## config.mk

```make
export PLATFORM = sky130hd
export DESIGN_NAME = display_arbiter_flat
export DESIGN_NICKNAME = d
export VERILOG_FILES = /design/src/rtl/display_arbiter_pkg.sv /design/src/rtl/display_arbiter_if.sv /design/src/rtl/display_arbiter_prio_pick.sv /design/src/rtl/display_arbiter.sv /design/src/flat_wrapper.sv
export SDC_FILE = /design/constraint.sdc
export NUM_CORES = 1
export LEC_CHECK = 0
export ABC_AREA = 0
export BUFFER_PORTS_ARGS = -buffer_cell sky130_fd_sc_hd__buf_4
export CELL_PAD_IN_SITES_DETAIL_PLACEMENT = 0
export CELL_PAD_IN_SITES_GLOBAL_PLACEMENT = 2
export CORE_MARGIN = 1
export CORE_UTILIZATION = 34
export CTS_BUF_LIST = sky130_fd_sc_hd__clkbuf_16
export DETAILED_ROUTE_END_ITERATION = 16
export GPL_ROUTABILITY_DRIVEN = 0
export PLACE_DENSITY = 0.81
export SYNTH_ARGS = -nofsm -noshare
export SYNTH_HDL_FRONTEND = slang
export SYNTH_HIERARCHICAL = 1
export SYNTH_SLANG_ARGS = --single-unit
```

## constraint.sdc

```tcl
create_clock -name clk -period 7.7 [get_ports clk]
set_clock_uncertainty 0.2 [all_clocks]
set_input_delay 1.155 -clock clk [delete_from_list [all_inputs] [get_ports clk]]
set_output_delay 1.155 -clock clk [all_outputs]
set_load 0.03 [all_outputs]
```

## src/rtl/display_arbiter_pkg.sv

```systemverilog
// Shared types and constants for the display arbiter slice.
// Pure declarations: no logic, no latency, no flow control.
package display_pkg;

  typedef enum logic [1:0] {
    IDLE     = 2'd0,
    FADE_IN  = 2'd1,
    SHOW     = 2'd2,
    FADE_OUT = 2'd3
  } disp_state_t;

  localparam logic [3:0] LUM_MAX = 4'hF;
  localparam int DIGIT_W = 16;
  localparam int POINT_W = 4;

endpackage

```

## src/rtl/display_arbiter_if.sv

```systemverilog
// Requester-side and driver-side signals of the display arbiter.
// master = requesters/bench side, slave = arbiter side; level requests, no backpressure.
interface display_arbiter_if #(
  parameter int N_REQ = 3
);
  logic [N_REQ-1:0]                      req;
  logic [display_pkg::DIGIT_W*N_REQ-1:0] req_hexx;
  logic [display_pkg::POINT_W*N_REQ-1:0] req_points;
  logic [3:0]                            max_lum;
  logic [N_REQ-1:0]                      gnt;
  logic                                  disp_en;
  logic [3:0]                            disp_luminance;
  logic [display_pkg::DIGIT_W-1:0]       disp_hexx;
  logic [display_pkg::POINT_W-1:0]       disp_points;

  modport master (
    output req, req_hexx, req_points, max_lum,
    input  gnt, disp_en, disp_luminance, disp_hexx, disp_points
  );

  modport slave (
    input  req, req_hexx, req_points, max_lum,
    output gnt, disp_en, disp_luminance, disp_hexx, disp_points
  );
endinterface

```

## src/rtl/display_arbiter_prio_pick.sv

```systemverilog
// Lowest-index-first one-hot picker with binary index of the winner.
// Purely combinational (0 cycles); no flow control.
module prio_pick #(
  parameter int N  = 3,
  parameter int IW = (N > 1) ? $clog2(N) : 1
) (
  input  logic [N-1:0]  req,
  output logic [N-1:0]  onehot,
  output logic [IW-1:0] idx
);

  // Scan from the top so the lowest set index is the last one written.
  always_comb begin
    onehot = '0;
    idx    = '0;
    for (int i = N - 1; i >= 0; i--) begin
      if (req[i]) begin
        onehot    = '0;
        onehot[i] = 1'b1;
        idx       = IW'(i);
      end
    end
  end

endmodule

```

## src/rtl/display_arbiter.sv

```systemverilog
// Fixed-priority owner of the 7-segment driver with dwell hold and luminance fades.
// Registered outputs, grant one cycle after req; level requests, requesters hold req until gnt.
module display_arbiter
  import display_pkg::*;
#(
  parameter int N_REQ            = 3,
  parameter int HOLD_CYCLES      = 1_000_000,
  parameter int FADE_STEP_CYCLES = 65_536
) (
  input logic           clk,
  input logic           rst_n,
  display_arbiter_if.slave bus
);

  localparam int IW = (N_REQ > 1) ? $clog2(N_REQ) : 1;
  localparam int SW = (FADE_STEP_CYCLES > 1) ? $clog2(FADE_STEP_CYCLES) : 1;
  localparam int DW = (HOLD_CYCLES > 0) ? $clog2(HOLD_CYCLES + 1) : 1;
  localparam logic [SW-1:0] STEP_LAST = SW'(FADE_STEP_CYCLES - 1);
  localparam logic [DW-1:0] DWELL_MAX = DW'(HOLD_CYCLES);

  disp_state_t          state_q, state_d;
  logic [IW-1:0]        owner_q, owner_d;
  logic [N_REQ-1:0]     gnt_q, gnt_d;
  logic                 en_q, en_d;
  logic [3:0]           lum_q, lum_d;
  logic [DIGIT_W-1:0]   hexx_q, hexx_d;
  logic [POINT_W-1:0]   points_q, points_d;
  logic [SW-1:0]        step_q, step_d;
  logic [DW-1:0]        dwell_q, dwell_d;

  logic [N_REQ-1:0]     pick_onehot;
  logic [IW-1:0]        pick_idx;
  logic                 pick_vld;
  logic                 hi_req;
  logic                 owner_req;
  logic                 step_done;
  logic [IW-1:0]        sel;
  logic [DIGIT_W-1:0]   sel_hexx;
  logic [POINT_W-1:0]   sel_points;

  prio_pick #(.N(N_REQ), .IW(IW)) u_pick (
    .req    (bus.req),
    .onehot (pick_onehot),
    .idx    (pick_idx)
  );

  // The lowest pending index is below the owner exactly when some higher-priority req is up.
  assign pick_vld  = |pick_onehot;
  assign hi_req    = pick_vld && (pick_idx < owner_q);
  assign owner_req = bus.req[owner_q];
  assign step_done = (step_q == STEP_LAST);

  assign sel        = (state_q == IDLE) ? pick_idx : owner_q;
  assign sel_hexx   = bus.req_hexx[DIGIT_W*sel +: DIGIT_W];
  assign sel_points = bus.req_points[POINT_W*sel +: POINT_W];

  always_comb begin
    state_d  = state_q;
    owner_d  = owner_q;
    gnt_d    = gnt_q;
    en_d     = en_q;
    lum_d    = lum_q;
    hexx_d   = hexx_q;
    points_d = points_q;
    step_d   = step_q;
    dwell_d  = dwell_q;

    // Content follows the owner while it still asks; otherwise it freezes.
    if ((state_q == IDLE && pick_vld) || (state_q != IDLE && owner_req)) begin
      hexx_d   = sel_hexx;
      points_d = sel_points;
    end

    case (state_q)
      IDLE: begin
        if (pick_vld) begin
          state_d = FADE_IN;
          owner_d = pick_idx;
          gnt_d   = pick_onehot;
          en_d    = 1'b1;
          lum_d   = 4'd0;
          step_d  = '0;
        end
      end
      FADE_IN: begin
        if (!owner_req) begin
          state_d = FADE_OUT;
          step_d  = '0;
        end else if (lum_q >= bus.max_lum) begin
          state_d = SHOW;
          lum_d   = bus.max_lum;
          dwell_d = '0;
        end else if (step_done) begin
          step_d = '0;
          lum_d  = (lum_q == LUM_MAX) ? lum_q : lum_q + 4'd1;
        end else begin
          step_d = step_q + 1'b1;
        end
      end
      SHOW: begin
        lum_d = bus.max_lum;
        if (dwell_q != DWELL_MAX) dwell_d = dwell_q + 1'b1;
        if (!owner_req || (dwell_q == DWELL_MAX && hi_req)) begin
          state_d = FADE_OUT;
          step_d  = '0;
        end
      end
      FADE_OUT: begin
        if (step_done) begin
          step_d = '0;
          if (lum_q == 4'd0) begin
            state_d = IDLE;
            gnt_d   = '0;
            en_d    = 1'b0;
          end else begin
            lum_d = lum_q - 4'd1;
          end
        end else begin
          step_d = step_q + 1'b1;
        end
      end
      default: state_d = IDLE;
    endcase
  end

  always_ff @(posedge clk or negedge rst_n) begin
    if (!rst_n) begin
      state_q  <= IDLE;
      owner_q  <= '0;
      gnt_q    <= '0;
      en_q     <= 1'b0;
      lum_q    <= 4'd0;
      hexx_q   <= '0;
      points_q <= '0;
      step_q   <= '0;
      dwell_q  <= '0;
    end else begin
      state_q  <= state_d;
      owner_q  <= owner_d;
      gnt_q    <= gnt_d;
      en_q     <= en_d;
      lum_q    <= lum_d;
      hexx_q   <= hexx_d;
      points_q <= points_d;
      step_q   <= step_d;
      dwell_q  <= dwell_d;
    end
  end

  assign bus.gnt            = gnt_q;
  assign bus.disp_en        = en_q;
  assign bus.disp_luminance = lum_q;
  assign bus.disp_hexx      = hexx_q;
  assign bus.disp_points    = points_q;

endmodule

```

## src/flat_wrapper.sv

```systemverilog
// flat-port wrapper written by rule: the top's interface ports become plain ports
module display_arbiter_flat import display_pkg::*;
#(
  parameter int N_REQ            = 3,
  parameter int HOLD_CYCLES      = 1_000_000,
  parameter int FADE_STEP_CYCLES = 65_536
)
  (clk, rst_n, bus_req, bus_req_hexx, bus_req_points, bus_max_lum, bus_gnt, bus_disp_en, bus_disp_luminance, bus_disp_hexx, bus_disp_points);
  display_arbiter_if #(.N_REQ(N_REQ)) bus_i ();
  input logic clk;
  input logic rst_n;
  input wire logic [$bits(bus_i.req)-1:0] bus_req;
  input wire logic [$bits(bus_i.req_hexx)-1:0] bus_req_hexx;
  input wire logic [$bits(bus_i.req_points)-1:0] bus_req_points;
  input wire logic [$bits(bus_i.max_lum)-1:0] bus_max_lum;
  output wire logic [$bits(bus_i.gnt)-1:0] bus_gnt;
  output wire logic [$bits(bus_i.disp_en)-1:0] bus_disp_en;
  output wire logic [$bits(bus_i.disp_luminance)-1:0] bus_disp_luminance;
  output wire logic [$bits(bus_i.disp_hexx)-1:0] bus_disp_hexx;
  output wire logic [$bits(bus_i.disp_points)-1:0] bus_disp_points;
  assign bus_i.req = bus_req;
  assign bus_i.req_hexx = bus_req_hexx;
  assign bus_i.req_points = bus_req_points;
  assign bus_i.max_lum = bus_max_lum;
  assign bus_gnt = bus_i.gnt;
  assign bus_disp_en = bus_i.disp_en;
  assign bus_disp_luminance = bus_i.disp_luminance;
  assign bus_disp_hexx = bus_i.disp_hexx;
  assign bus_disp_points = bus_i.disp_points;
  display_arbiter #(.N_REQ(N_REQ), .HOLD_CYCLES(HOLD_CYCLES), .FADE_STEP_CYCLES(FADE_STEP_CYCLES)) u_core (.clk(clk), .rst_n(rst_n), .bus(bus_i));
endmodule
```

After elaboration in Yosys (flattened, before gate mapping)
Cells that the tools add are included.
{ "op_classes": {"add_sub_neg": 4, "n_lt_le_gt_ge": 3, "n_eq_ne": 19, "n_shift": 2, "n_mux": 42, "n_reduce_logical": 19} }
{ "op_table": {"columns": ["op", "count"], "rows": [
  ["$mux W16", 5],
  ["$pmux W16 S4", 1],
  ["$mux W20", 3],
  ["$shiftx A48 B7 Y16", 1],
  ["$pmux W20 S2", 1],
  ["$mux W4", 7],
  ["$add A20 B1 Y20 const B", 1],
  ["$eq A20 B20 Y1 const B", 1],
  ["$mux W2", 10],
  ["$ne A20 B20 Y1 const B", 1],
  ["$mux W3", 6],
  ["$add A16 B1 Y16 const B", 1],
  ["$eq A16 B16 Y1 const B", 1],
  ["$pmux W4 S4", 1],
  ["$ne A2 B1 Y1 const B", 7],
  ["$shiftx A12 B5 Y4", 1],
  ["$pmux W2 S4", 1],
  ["$reduce_and A4 Y1", 2],
  ["$ne A3 B3 Y1 const B", 2],
  ["$pmux W3 S2", 1],
  ["$reduce_and A6 Y1", 1],
  ["$reduce_bool A2 Y1", 3],
  ["$reduce_and A5 Y1", 1],
  ["$add A4 B1 Y4 const B", 1],
  ["other kinds (21)", 29]
]} }
{ "word_totals": {"register_bits": 68, "output_inout_bits": 28} }

Depth between registers and ports, before layout
{ "logic_depth": {"word_depth": 9, "ltp_mapped": 11, "mapped_depth_nobuf": 8} }

Hierarchy
Netlist, hierarchy kept.
{ "by_module_without_submodules": {"columns": ["module", "instances", "cells_per_inst", "area_per_inst_um2"], "rows": [
  ["display_arbiter", 1, 503, 4179.0],
  ["prio_pick", 1, 5, 41.3]
]} }

Least setup slack after synthesis
OpenSTA, ideal clock, no wires.
{ "synth_path": {"kind": "in2reg", "start": "input bus_req[1]", "end": "register u_core.step_q[11]", "setup_ps": 95, "arrival_time_ps": 3170, "required_ps": 7405, "setup_slack_ps": 4235, "cell_stages": 9, "cell_sequence": "nor3b_2 ha_1 a2111o_1 o211ai_1 nand3_2 or2_2 clkbuf_1 buf_2 o31ai_1"} }
{ "synth_via": {"elab_chain_cells": 8, "elab_cells_between_ends": 18} }
{ "synth_lines": {"columns": ["element", "line", "text"], "rows": [
  ["from (decl)", "flat_wrapper.sv:12", "input wire logic [$bits(bus_i.req)-1:0] bus_req;"],
  ["$mux W2 / $mux W3 (equally long branches) (2 in a row)", "display_arbiter_prio_pick.sv:17", "if (req[i]) begin"],
  ["$lt A2 B2 Y1 / $reduce_or A3 Y1 (equally long branches)", "display_arbiter.sv:49, display_arbiter.sv:48", null],
  ["$logic_and A1 B1 Y1", "display_arbiter.sv:49", "assign hi_req = pick_vld && (pick_idx < owner_q);"],
  ["$logic_and A1 B1 Y1", "display_arbiter.sv:103", "if (!owner_req || (dwell_q == DWELL_MAX && hi_req)) begin"],
  ["$logic_or A1 B1 Y1", "display_arbiter.sv:103", null],
  ["$ne A2 B1 Y1 (no source line)", null, null],
  ["$reduce_and A3 Y1 (no source line)", null, null],
  ["to (signal assigned)", "display_arbiter.sv:145", "step_q <= step_d;"],
  ["to (decl)", "display_arbiter.sv:28", "logic [SW-1:0] step_q, step_d;"]
]} }
Several ways; a longest one is shown, not always the timed one. The select of a mux whose other input is x is not followed.
A chain may end at the register's enable or synchronous reset.

Worst setup path in the final report
{ "layout_path": {"start": "register u_core.state_q[0]", "end": "register u_core.hexx_q[11] (netlist: u_core/bus.disp_hexx[11])"} }
{ "layout_via": {"elab_chain_cells": 3, "elab_cells_between_ends": 7} }
{ "layout_lines": {"columns": ["element", "line", "text"], "rows": [
  ["from (decl)", "display_arbiter.sv:21", "disp_state_t state_q, state_d;"],
  ["from (signal assigned)", "display_arbiter.sv:138", "state_q <= state_d;"],
  ["$logic_not A2 Y1 / $reduce_bool A2 Y1 (equally long branches)", "display_arbiter.sv:53, display_arbiter.sv:69", null],
  ["$mux W2 / $logic_and A1 B1 Y1 (equally long branches)", "display_arbiter.sv:53, display_arbiter.sv:69", null],
  ["$shiftx A48 B7 Y16 / $logic_or A1 B1 Y1 (equally long branches)", "display_arbiter.sv:54, display_arbiter.sv:69", null],
  ["to (signal assigned)", "display_arbiter.sv:133", "hexx_q <= '0;"],
  ["to (signal assigned)", "display_arbiter.sv:143", "hexx_q <= hexx_d;"],
  ["to (decl)", "display_arbiter.sv:26", "logic [DIGIT_W-1:0] hexx_q, hexx_d;"]
]} }
Several ways; a longest one is shown, not always the timed one.

==> impl_metrics.env <==
export IMPL_status="complete, no violations"
export IMPL_synth_area_leaders="dfrtp_1 (40%), nand2_1 (8.7%), o21ai_0 (6.5%)"
export IMPL_syn_avg_cell_area_sq_um=8.31
export IMPL_clk_insertion_delay_late_ps=340
export IMPL_core_sq_um=12100
export IMPL_slowest_delay_ps=880
export IMPL_grt_max_degree=69
export IMPL_synth_edf_count=0
export IMPL_required_ps=7760
export IMPL_cts_tree="built"
export IMPL_crit_slowest_cell="a21boi_2"
export IMPL_top_usage_layer="met2"
export IMPL_dp_hpwl_mm=8.11
export IMPL_drt_iter0_drc=255
export IMPL_synth_top_area_share=0.403
export IMPL_area_growth_pct=27.6
export IMPL_synth_seq_area_share=0.403
export IMPL_synth_ff_type="dfrtp_1"
export IMPL_finalSetupTns_ps=0
export IMPL_nFillCells=1195
export IMPL_r2r_slack_ps=4030
export IMPL_grt_use_met2=0.305
export IMPL_cts_resized=0
export IMPL_antennaDiodeCount=0
export IMPL_drc=0
export IMPL_drive_gt1_frac=0.223
export IMPL_path_cells="inv_1 -> ha_1 -> inv_1 -> a21boi_2 -> and2_1 -> a21oi_1 -> o21ai_0"
export IMPL_port_buffers=96
export IMPL_initial_core_util=0.350
export IMPL_critical_path_top_delay_family="compound AO/OA/AOI/OAI gates"
export IMPL_p_clk_frac=0.230
export IMPL_synth_nets=592
export IMPL_maxSlewViolCount=0
export IMPL_power_leakage_nw=2.35
export IMPL_ant_nets=0
export IMPL_post_drt_wl_per_cell_microns=15.6
export IMPL_grt_pass1_wl_mm=19.6
export IMPL_worstPathBufferInverterCount=2
export IMPL_grt_pass1_vias=3845
export IMPL_p_int_w=0.00115
export IMPL_fin_crit_sh=0.476
export IMPL_swShare=0.450
export IMPL_die_area_sq_um=12900
export IMPL_vias=4067
export IMPL_ir_drop_uv=147
export IMPL_use_met1=0.258
export IMPL_cts_setup_buffers=0
export IMPL_fmax_mhz=273
export IMPL_final_util=0.447
export IMPL_seqPwrFrac=0.271
export IMPL_setup_violations=0
export IMPL_die_h_microns=113
export IMPL_cts_buffers=9
export IMPL_antenna_found_initial=0
export IMPL_combPwrFrac=0.499
export IMPL_clk_pin_slew_worst_paths_ps=60
export IMPL_die_w_microns=113
export IMPL_worstHoldStart="u_core/bus.disp_points[3]"
export IMPL_async_flop_share=1.00
export IMPL_netSwitchingPower_w=0.000944
export IMPL_grt_setup_unrepaired="false"
export IMPL_final_min_clock_period_ps=3670
export IMPL_arrival_ps=3730
export IMPL_synth_largest_area_cell="dfrtp_1"
export IMPL_synth_seq_cells=68
export IMPL_rows=40
export IMPL_gr_usage_all_layers=0.194
export IMPL_clk_path_buf_depth=2
export IMPL_ys_types=61
export IMPL_hold_viol_final=0
export IMPL_io_pins=97
export IMPL_power_density_nw_per_um2=389
export IMPL_nets=672
export IMPL_path_class="reg -> reg"
export IMPL_max_cap_violations=0
export IMPL_yosysWarnings=6
export IMPL_drtPass1Iterations=5
export IMPL_worst_pin_slew_ps=1100
export IMPL_cp_startpoint="u_core/state_q[0]"
export IMPL_layout_common_cells="buf_4 (98), nand2_1 (98), dfrtp_1 (68), o21ai_0 (53), a21oi_1 (51)"
export IMPL_crit_path_end_kind="flop"
export IMPL_post_drt_via_cell_ratio=5.34
export IMPL_r2r_start="u_core/state_q[0]"
export IMPL_worst_path_most_repeated_cell="inv_1"
export IMPL_path_max_fanout=21
export IMPL_startpoint_type="flop"
export IMPL_slew_headroom=0.263
export IMPL_cts_root_buffer="clkbuf_16"
export IMPL_postCtsHoldBufs=0
export IMPL_syn_cell_area_sq_um=4220
export IMPL_wirelength_mm=11.9
export IMPL_hp_class="reg -> reg"
export IMPL_synthCells=508
export IMPL_grt_met3_usage=0.0430
export IMPL_clkSinkCount=68
export IMPL_grt_overflow=0
export IMPL_htreeDepth=3
[worst reg2reg max path, cell delays in order (launching register included)]
cell      delay, ps
dfrtp_1         430
inv_1           120
ha_1            510
inv_1           290
a21boi_2        880
and2_1          800
a21oi_1         190
o21ai_0         170
[per-stage QoR]
stage	total power (W)	cell area (sq um)	hold slack (ps)	std cells	setup slack (ps)
2_1_floorplan	0.00130	4220	248	508	4240
3_3_place_gp	0.00162	5050	265	745	3770
3_5_place_dp	0.00163	5050	272	745	3730
4_1_cts	0.00211	5390	285	761	4020
5_1_grt	0.00227	5390	305	761	3650
6_report	0.00210	5390	280	761	4030
[layout make-up]
cell class	count	area, sq um	area share
multi-input combinational	392	2330	0.432
clock buffer	9	225	0.0418
clock inverter	7	115	0.0214
sequential	68	1700	0.316
inverter	19	71.3	0.0132
timing repair buffer	98	736	0.137
tap	168	210	0.0390
[power groups by stage]
stage / Combinational [W] / Sequential [W] / Clock, W
global placement: 0.00105 / 0.000570 / 0
CTS: 0.00105 / 0.000569 / 0.000494
detailed placement: 0.00105 / 0.000572 / 0
global route: 0.00117 / 0.000587 / 0.000509
floorplan: 0.000624 / 0.000672 / 0
finish: 0.00105 / 0.000569 / 0.000482
[metal layers]
layer / share of wire / wire [microns]
met3: 0.047 / 558
met2: 0.46 / 5460
met4: 0.015 / 179
met1: 0.48 / 5680
met5: 0 / 0
[synthesized netlist by cell type, drive strengths merged, types with 3 or more instances]
| cell type | n |
|---|---|
| buf | 7 |
| o21ai | 55 |
| nor4b | 4 |
| nor3 | 8 |
| dfrtp | 68 |
| or4 | 6 |
| a22o | 3 |
| ha | 15 |
| o41ai | 5 |
| or2 | 3 |
| mux2 | 5 |
| nor2b | 4 |
| nand2b | 5 |
| nand2 | 98 |
| nor2 | 21 |
| nand4 | 10 |
| clkbuf | 22 |
| o211ai | 6 |
| inv | 19 |
| mux2i | 3 |
| o31ai | 11 |
| nand3 | 21 |
| xnor2 | 5 |
| a21oi | 51 |
| nand4b | 3 |
| and3 | 3 |
| nor4 | 8 |
[worst paths after layout]
path / to / depth (start not counted)
max: u_core/bus.disp_hexx[11] / 7
min: u_core/bus.disp_points[3] / 2
max reg2reg: u_core/bus.disp_hexx[11] / 7
min reg2reg: u_core/bus.disp_points[3] / 2
max in group asynchronous: u_core/bus.disp_hexx[4] / 1
min in group asynchronous: u_core/bus.disp_luminance[0] / 1
[cell families (layout without fill, tap and decap cells)]
kind of cell | count (synthesis) | count (layout) | synth area share
fa+ha+maj | 15 | 15 | 0.0445
mux | 8 | 8 | 0.0205
compound gates | 157 | 157 | 0.232
flops | 68 | 68 | 0.403
xor+xnor | 7 | 7 | 0.0145
simple gates | 205 | 205 | 0.238
buf+inv | 48 | 133 | 0.0471
[sequential cells by signal, indices dropped and copies added (netlist names)]
signal	cells
u_core/bus.disp_en	1
u_core/dwell_q	20
u_core/state_q	2
u_core/bus.disp_hexx	16
u_core/step_q	16
u_core/bus.disp_luminance	4
u_core/bus.disp_points	4
u_core/bus.gnt	3
u_core/owner_q	2
Power figures use the tool's default switching activity.
